==> config.mk <==
export PLATFORM = sky130hd
export DESIGN_NAME = scsi_port_sm
export DESIGN_NICKNAME = d
export VERILOG_FILES = /design/src/rtl/scsi_port_sm_pkg.sv /design/src/rtl/scsi_port_sm.sv
export SDC_FILE = /design/constraint.sdc
export NUM_CORES = 1
export LEC_CHECK = 0
export ABC_AREA = 1
export BUFFER_PORTS_ARGS = -buffer_cell sky130_fd_sc_hd__buf_2
export CAP_MARGIN = 15
export CORE_AREA = 10 10 52 54
export DETAILED_ROUTE_END_ITERATION = 8
export DIE_AREA = 0 0 62 64
export GPL_TIMING_DRIVEN = 0
export SYNTH_ARGS = -nofsm -noshare
export SYNTH_HDL_FRONTEND = slang
export SYNTH_SLANG_ARGS = --single-unit
==> constraint.sdc <==
create_clock -name CLK -period 1 [get_ports CLK]
set_input_delay 0.2 -clock CLK [delete_from_list [all_inputs] [get_ports CLK]]
set_output_delay 0.2 -clock CLK [all_outputs]
set_load 0.02 [all_outputs]
==> src/rtl/scsi_port_sm_pkg.sv <==
// scsi_port_sm_pkg: shared state encoding and default strobe length for the SCSI port sequencer
package scsi_port_sm_pkg;
  typedef enum logic [2:0] {IDLE, CPU_STB, CPU_ACK, DMA_STB, DMA_LATCH, DMA_WAIT} state_t;
  localparam int STROBE_CYC_DEF = 3;
endpackage

==> src/rtl/scsi_port_sm.sv <==
// scsi_port_sm: WD33C93A strobe sequencer serving CPU register accesses and DMA byte transfers
// Ports: CLK/RST (sync, active high); CPUREQ/RW/AS_ CPU access request; DMADIR/DREQ_ DMA request;
// FIFOFULL/FIFOEMPTY/BOEQ3 FIFO status; INCFIFO/DECFIFO CPU-side acks;
// SCSI_CS_o/RE_o/WE_o/DACK_o chip strobes; S2F_o/F2S_o/S2CPU_o/CPU2S_o datapath steering;
// LBYTE_/LS2CPU active-low latch/ack; INCBO_o/INCNI_o/INCNO_o pointer pulses; RIFIFO_o/RDFIFO_o count requests.
module scsi_port_sm
  import scsi_port_sm_pkg::*;
#(
  parameter int STROBE_CYC = STROBE_CYC_DEF
) (
  input  logic CLK,
  input  logic RST,
  input  logic CPUREQ,
  input  logic RW,
  input  logic AS_,
  input  logic DMADIR,
  input  logic DREQ_,
  input  logic FIFOFULL,
  input  logic FIFOEMPTY,
  input  logic BOEQ3,
  input  logic INCFIFO,
  input  logic DECFIFO,
  output logic SCSI_CS_o,
  output logic RE_o,
  output logic WE_o,
  output logic DACK_o,
  output logic S2F_o,
  output logic F2S_o,
  output logic S2CPU_o,
  output logic CPU2S_o,
  output logic LBYTE_,
  output logic LS2CPU,
  output logic INCBO_o,
  output logic INCNI_o,
  output logic INCNO_o,
  output logic RIFIFO_o,
  output logic RDFIFO_o
);
  localparam int CW = $clog2(STROBE_CYC);
  localparam logic [CW-1:0] LAST = CW'(STROBE_CYC - 1);
  state_t r_state, w_next;
  logic [CW-1:0] r_cnt;
  logic r_rw, r_dir, r_bo3, r_rififo, r_rdfifo;
  logic w_stb, w_dma_ok, w_set_ri, w_set_rd;
  // rw/dir are captured while idle so the steering stays stable for the whole cycle
  always_ff @(posedge CLK) begin
    if (RST) begin
      r_state  <= IDLE;
      r_cnt    <= '0;
      r_rw     <= 1'b0;
      r_dir    <= 1'b0;
      r_bo3    <= 1'b0;
      r_rififo <= 1'b0;
      r_rdfifo <= 1'b0;
    end else begin
      r_state  <= w_next;
      r_cnt    <= (w_stb && w_next == r_state) ? r_cnt + CW'(1) : '0;
      r_rw     <= (r_state == IDLE) ? RW : r_rw;
      r_dir    <= (r_state == IDLE) ? DMADIR : r_dir;
      r_bo3    <= (r_state == DMA_STB) ? BOEQ3 : r_bo3;
      r_rififo <= w_set_ri | (r_rififo & ~INCFIFO);
      r_rdfifo <= w_set_rd | (r_rdfifo & ~DECFIFO);
    end
  end
  assign w_stb    = (r_state == CPU_STB) || (r_state == DMA_STB);
  assign w_dma_ok = ~DREQ_ & ((DMADIR & ~FIFOFULL) | (~DMADIR & ~FIFOEMPTY)) & ~r_rififo & ~r_rdfifo;
  assign w_set_ri = (r_state == DMA_LATCH) & r_dir & r_bo3;
  assign w_set_rd = (r_state == DMA_LATCH) & ~r_dir & r_bo3;
  always_comb begin
    w_next = r_state;
    case (r_state)
      IDLE:      w_next = (CPUREQ & ~AS_) ? CPU_STB : w_dma_ok ? DMA_STB : IDLE;
      CPU_STB:   w_next = (r_cnt == LAST) ? CPU_ACK : CPU_STB;
      CPU_ACK:   w_next = (AS_ & ~CPUREQ) ? IDLE : CPU_ACK;
      DMA_STB:   w_next = (r_cnt == LAST) ? DMA_LATCH : DMA_STB;
      DMA_LATCH: w_next = DMA_WAIT;
      default:   w_next = IDLE;
    endcase
  end
  assign SCSI_CS_o = r_state == CPU_STB;
  assign RE_o      = ((r_state == CPU_STB) & r_rw) | ((r_state == DMA_STB) & r_dir);
  assign WE_o      = ((r_state == CPU_STB) & ~r_rw) | ((r_state == DMA_STB) & ~r_dir);
  assign DACK_o    = (r_state == DMA_STB) || (r_state == DMA_LATCH);
  assign S2F_o     = DACK_o & r_dir;
  assign F2S_o     = DACK_o & ~r_dir;
  assign S2CPU_o   = ((r_state == CPU_STB) || (r_state == CPU_ACK)) & r_rw;
  assign CPU2S_o   = (r_state == CPU_STB) & ~r_rw;
  assign LBYTE_    = ~((r_state == DMA_LATCH) & r_dir);
  assign LS2CPU    = r_state != CPU_ACK;
  assign INCBO_o   = r_state == DMA_LATCH;
  assign INCNI_o   = w_set_ri;
  assign INCNO_o   = w_set_rd;
  assign RIFIFO_o  = r_rififo;
  assign RDFIFO_o  = r_rdfifo;
endmodule

==> impl_metrics.py, run 1 <==
metrics = {
    "status": {
        "status": "complete, but fails checks",
        "violations": "setup timing",
    },
    "die": {
        "die_h_um": 64,
        "die_w_um": 62,
        "die_area_um2": 3970,
        "num_io_pins": 27,
        "coreArea_um2": 1710,
        "start_util_pct": 33.1,
        "rows": 15,
    },
    "yosys": {
        "syn_inst": 86,
        "syn_area_per_cell_um2": 6.58,
        "synth_cell_types": 19,
        "syn_area_um2": 566,
        "synth_nets": 99,
        "ys_seq_area_share_pct": 35.4,
        "synth_seq_cells": 10,
        "ys_warn_count": 0,
    },
    "power_and_ir_drop": {
        "powerDensity_nw_per_um2": 1030,
        "switching_share_pct": 34.5,
        "intPower_w": 0.000738,
        "p_leak_nw": 0.488,
        "clkPwrFrac_pct": 25.2,
        "p_switching_w": 0.000389,
        "power_frac_seq_pct": 40.5,
        "peakVddDrop_v": 0.00101,
        "p_comb_share_pct": 34.3,
    },
    "worst_setup_path": {
        "critPathArrivalTime_ps": 1290,
        "crit_path_end_kind": "output pin",
        "cp.required_ps": 800,
        "startpoint_type": "flip-flop",
        "crit_fanout": 4,
        "critPathKind": "flip-flop to output pin",
    },
    "clock_network": {
        "clkSinkCount": 10,
        "htree_levels": 1,
        "worstSkewPairLatency_ps": 270,
        "numCtsBuffers": 3,
        "clkTransAtPathRegs_ps": 70,
        "cts_tree": "yes",
        "clockBufferDepth": 2,
        "cts_root_buf": "clkbuf_4",
    },
    "global_routing": {
        "globalRouteTotalUtil_pct": 8.55,
        "grt_pass1_vias": 594,
        "grt.overflow.total": 0,
        "grt_pass1_wl_mm": 2.56,
        "antenna_found_initial": 0,
        "grt_max_degree": 10,
    },
    "cells_and_area": {
        "post-route-util_pct": 64.2,
        "n_antenna_cell": 0,
        "syn_to_final_growth_pct": 93.8,
        "fin_area_um2": 1100,
        "layout_common_cells": "nand2_1 (15), buf_6 (14), inv_1 (11), buf_2 (11), buf_4 (11)",
        "final_common_cell": "nand2_1",
        "final_nets": 140,
        "drive_gt1_share_pct": 66.4,
    },
    "sta": {
        "fin_ws_ps": -488,
        "hold_slack_ps": 118,
        "hold_viol": 0,
        "clock.fmax_ghz": 0.672,
        "drv_slew": 0,
        "clock_skew_ps": 4.11,
        "tightest_slew_ps": 221,
        "period_share_pct": 149,
        "rsz0062_at_grt": "yes",
        "finalSetupViolCount": 19,
        "fin_crit_ps": 1490,
        "relSlewSlack_pct": 85.3,
    },
    "detailed_routing": {
        "routedWlPerCell_um": 12.4,
        "drtAntennaViolNets": 0,
        "first_pass_iters": 4,
        "wl_mm": 1.86,
        "vias_per_cell": 4.37,
        "drc": 0,
        "num_vias": 656,
        "drtIter0Drc": 4,
    },
    "placed_design": {
        "dpl.hpwl_mm": 1.31,
        "placed_area_um2": 833,
        "port_buffers": 25,
        "gp_congestion": 0.701,
    },
    "run": {
        "max_cap_violations": 0,
    },
    "worst_hold_path": {
        "min_path_type": "input pin to flip-flop",
    },
}
[cell families after synthesis]
| family | after synthesis | synth area share [%] |
|---|---|---|
| AO/OA/AOI/OAI | 11 | 12.4 |
| adder cells (fa/ha/maj) | 1 | 2.21 |
| buffers and inverters | 23 | 16.6 |
| flip-flops | 10 | 35.4 |
| AND/OR/NAND/NOR | 41 | 33.4 |
[cell usage after synthesis, drive strengths merged]
master / instances / area [um2]
a211oi: 3 / 27.5
a21oi: 5 / 25.0
buf: 1 / 11.3
dfxtp: 10 / 200
ha: 1 / 12.5
inv: 22 / 82.6
nand2: 19 / 73.8
nand3: 3 / 25.0
nor2: 15 / 66.3
nor3: 1 / 5.00
o21ai: 1 / 5.00
o22ai: 2 / 12.5
or2: 2 / 12.5
or3: 1 / 6.26
[flip-flops by register name (all words and copies together), names as in the netlist]
register  count
r_state       3
r_cnt         2
RDFIFO_o      1
RIFIFO_o      1
r_bo3         1
r_dir         1
r_rw          1
[power by group through the flow]
stage | sequential (W) | combinational, W | clock, W
2_1_floorplan | 0.000466 | 0.000208 | 0
3_3_place_gp | 0.000470 | 0.000275 | 0
3_5_place_dp | 0.000470 | 0.000279 | 0
4_1_cts | 0.000462 | 0.000343 | 0.000288
5_1_grt | 0.000458 | 0.000423 | 0.000303
6_report | 0.000456 | 0.000387 | 0.000284
[timing repair]
action                     in CTS  in global routing
pin swaps                       5                  3
setup endpoints to repair      20                 23
gates resized for setup        30                 17
buffers inserted                5                  7
hold buffers                    0                  0
[layout make-up]
| cell class | instances | area (um2) |
|---|---|---|
| tap | 25 | 31.3 |
| multi-input combinational | 53 | 415 |
| clock buffer | 3 | 22.5 |
| fill | 149 | 612 |
| inverter | 22 | 96.3 |
| sequential | 10 | 215 |
| buffer | 1 | 11.3 |
| timing repair buffer | 36 | 304 |
[critical path, cell delays in order, from the launching register on]
cell	delay, ps
dfxtp_2	340
inv_2	70
nand2_4	70
nor2_4	170
inv_4	70
o22ai_4	150
buf_6	140
[metrics by stage]
stage	setup WS, ps	total power, W	instances	setup TNS [ps]
2_1_floorplan	-149	0.000673	86	-974
3_3_place_gp	-300	0.000745	136	-2430
3_5_place_dp	-302	0.000749	136	-2510
4_1_cts	-514	0.00109	144	-5760
5_1_grt	-542	0.00118	150	-7150
6_report	-488	0.00113	150	-6150
[layer usage]
layer  part of all wire, %  vias to the layer above  global-route usage (%)
met5                     0                        -                       0
met4                   2.6                        0                    4.19
met3                   7.5                        5                    3.75
met2                    50                       17                    13.6
met1                    39                      295                    9.27
li1                      -                      339                       -
[worst paths after layout]
kind / slack [ps] / start / cells past startpoint / end
hold / removal: 120 / RST / 2 / r_state[0]
hold reg to reg: 410 / r_cnt[0] / 1 / r_cnt[0]
setup reg to reg: -210 / r_state[2] / 6 / r_cnt[0]
setup / recovery: -490 / r_state[2] / 6 / RE_o
Power figures use the tool's default switching activity.
==> run 2, diff against run 1 <==
Clock period 1 ns to 1.35 ns, I/O delays scaled along.
==> run 2 against run 1 <==
Against the previous run: the run still ends with setup timing left; non-clock buffer count is 2 lower; flip-flop and latch count did not move; die area unchanged; design area shrank 8.0%; register-to-register slack improved by 430 ps; clock power fell by 25%; global-route usage up 0.23 points; utilization is 5.1 points lower; sequential power down 24%; critical endpoint is now S2F_o; largest power group unchanged.
==> impl_metrics.py, run 2 (same netlist as run 1, synthesis figures left out) <==
metrics = {
    "power_and_ir_drop": {
        "p_leak_nw": 0.490,
        "peakVddDrop_v": 0.000422,
        "powerDensity_nw_per_um2": 795,
    },
    "global_routing": {
        "grt_pass1_vias": 622,
        "grt.overflow.total": 0,
        "globalRouteTotalUtil_pct": 8.78,
        "antenna_found_initial": 0,
        "grt_max_degree": 10,
        "grt_pass1_wl_mm": 2.66,
    },
    "detailed_routing": {
        "drtIter0Drc": 16,
        "num_vias": 647,
        "drtAntennaViolNets": 0,
        "vias_per_cell": 4.37,
        "drc": 0,
        "first_pass_iters": 2,
        "routedWlPerCell_um": 13.2,
        "wl_mm": 1.95,
    },
    "worst_setup_path": {
        "startpoint_type": "flip-flop",
        "critPathKind": "flip-flop to output pin",
        "crit_fanout": 5,
        "cp.required_ps": 1080,
        "critPathArrivalTime_ps": 1290,
        "crit_path_end_kind": "output pin",
    },
    "placed_design": {
        "port_buffers": 25,
        "placed_area_um2": 726,
        "dpl.hpwl_mm": 1.25,
        "gp_congestion": 0.740,
    },
    "status": {
        "violations": "setup timing",
        "status": "complete, but fails checks",
    },
    "die": {
        "coreArea_um2": 1710,
        "rows": 15,
        "start_util_pct": 33.1,
        "die_h_um": 64,
        "die_w_um": 62,
        "die_area_um2": 3970,
        "num_io_pins": 27,
    },
    "sta": {
        "relSlewSlack_pct": 85.7,
        "hold_viol": 0,
        "rsz0062_at_grt": "yes",
        "clock_skew_ps": 9.71,
        "fin_crit_ps": 1560,
        "clock.fmax_ghz": 0.642,
        "drv_slew": 0,
        "tightest_slew_ps": 214,
        "hold_slack_ps": 186,
        "fin_ws_ps": -207,
        "finalSetupViolCount": 13,
        "period_share_pct": 115,
    },
    "clock_network": {
        "clkTransAtPathRegs_ps": 70,
        "clockBufferDepth": 2,
        "worstSkewPairLatency_ps": 270,
        "clkSinkCount": 10,
        "numCtsBuffers": 3,
        "hold_buffers": 0,
        "cts_tree": "yes",
        "cts_root_buf": "clkbuf_4",
        "htree_levels": 1,
    },
    "cells_and_area": {
        "fill_cells": 148,
        "drive_gt1_share_pct": 56.1,
        "n_antenna_cell": 0,
        "layout_common_cells": "nand2_1 (16), buf_6 (14), inv_1 (13), buf_2 (12)",
        "largest_reg_flops": 3,
        "largest-register": "r_state",
        "final_common_cell": "nand2_1",
        "fin_area_um2": 1010,
        "syn_to_final_growth_pct": 78.3,
        "biggestRegsByFlops": "r_state (3), r_cnt (2)",
        "final_nets": 138,
    },
    "run": {
        "max_cap_violations": 0,
    },
    "worst_hold_path": {
        "min_path_type": "input pin to flip-flop",
    },
}
==> run 2: cell count changes in the layout (fill, tap and decap cells not counted), sizes merged <==
| cell | before | now |
|---|---|---|
| buf | 37 | 35 |
| clkinv | 1 | 0 |
| clkinvlp | 1 | 0 |
| inv | 20 | 22 |
==> run 2: timing repair <==
item / CTS / global route
resized for setup: 24 / 39
pin swaps: 2 / 7
setup endpoints to repair: 13 / 13
buffers inserted: 4 / 5
==> run 2: cell type report <==
| class | count | area, um2 | area share [%] |
|---|---|---|---|
| Buffer | 1 | 11.3 | 1.12 |
| Clock buffer | 3 | 22.5 | 2.23 |
| Inverter | 22 | 95.1 | 9.43 |
| Multi-Input combinational cell | 53 | 364 | 36.1 |
| Sequential cell | 10 | 210 | 20.8 |
| Tap cell | 25 | 31.3 | 3.10 |
| Timing Repair Buffer | 34 | 274 | 27.2 |
==> run 2: final timing paths <==
| path | from | endpoint | slack [ps] | cells after the start |
|---|---|---|---|---|
| max | r_state[0] | S2F_o | -210 | 6 |
| min | RST | r_state[0] | 190 | 2 |
| max reg2reg | r_state[0] | r_state[1] | 220 | 7 |
| min reg2reg | r_cnt[0] | r_cnt[0] | 410 | 1 |
==> run 2: per-stage QoR <==
| step | worst slack, ps | util (%) | instances | total power (W) | setup TNS, ps |
|---|---|---|---|---|---|
| after global routing | -272 | 59.0 | 148 | 0.000852 | -2340 |
| after detailed placement | 5.97 | 42.5 | 136 | 0.000499 | 0 |
| after CTS | -202 | 49.5 | 143 | 0.000742 | -1500 |
| after global placement | 3.05 | 42.5 | 136 | 0.000498 | 0 |
| after floorplan | -97.4 | - | 86 | 0.000445 | -241 |
| final | -207 | 59.0 | 148 | 0.000802 | -1630 |
==> run 2: worst max-delay path, stage by stage (launching register included) <==
cell and delay [ps]:
dfxtp_4 380, nor2_4 130, nand2_4 80, inv_8 90
nor2_4 50, nor2_1 110, buf_4 160
==> run 2: where the power goes <==
| part | switching [W] | leakage (nW) | internal, W |
|---|---|---|---|
| Combinational | 0.000132 | 0.393 | 0.000112 |
| Clock | 0.000109 | 0.0138 | 0.000103 |
| Sequential | 0.0000326 | 0.0837 | 0.000313 |
| Total | 0.000273 | 0.490 | 0.000529 |
==> run 2: routing by layer <==
metal  up-vias  track usage [%]  wire length [um]
met5         -                0                 0
met4         0             2.51                51
met3         8             4.35               134
met2        18             14.5              1000
met1       283             9.51               765
li1        338                -                 -
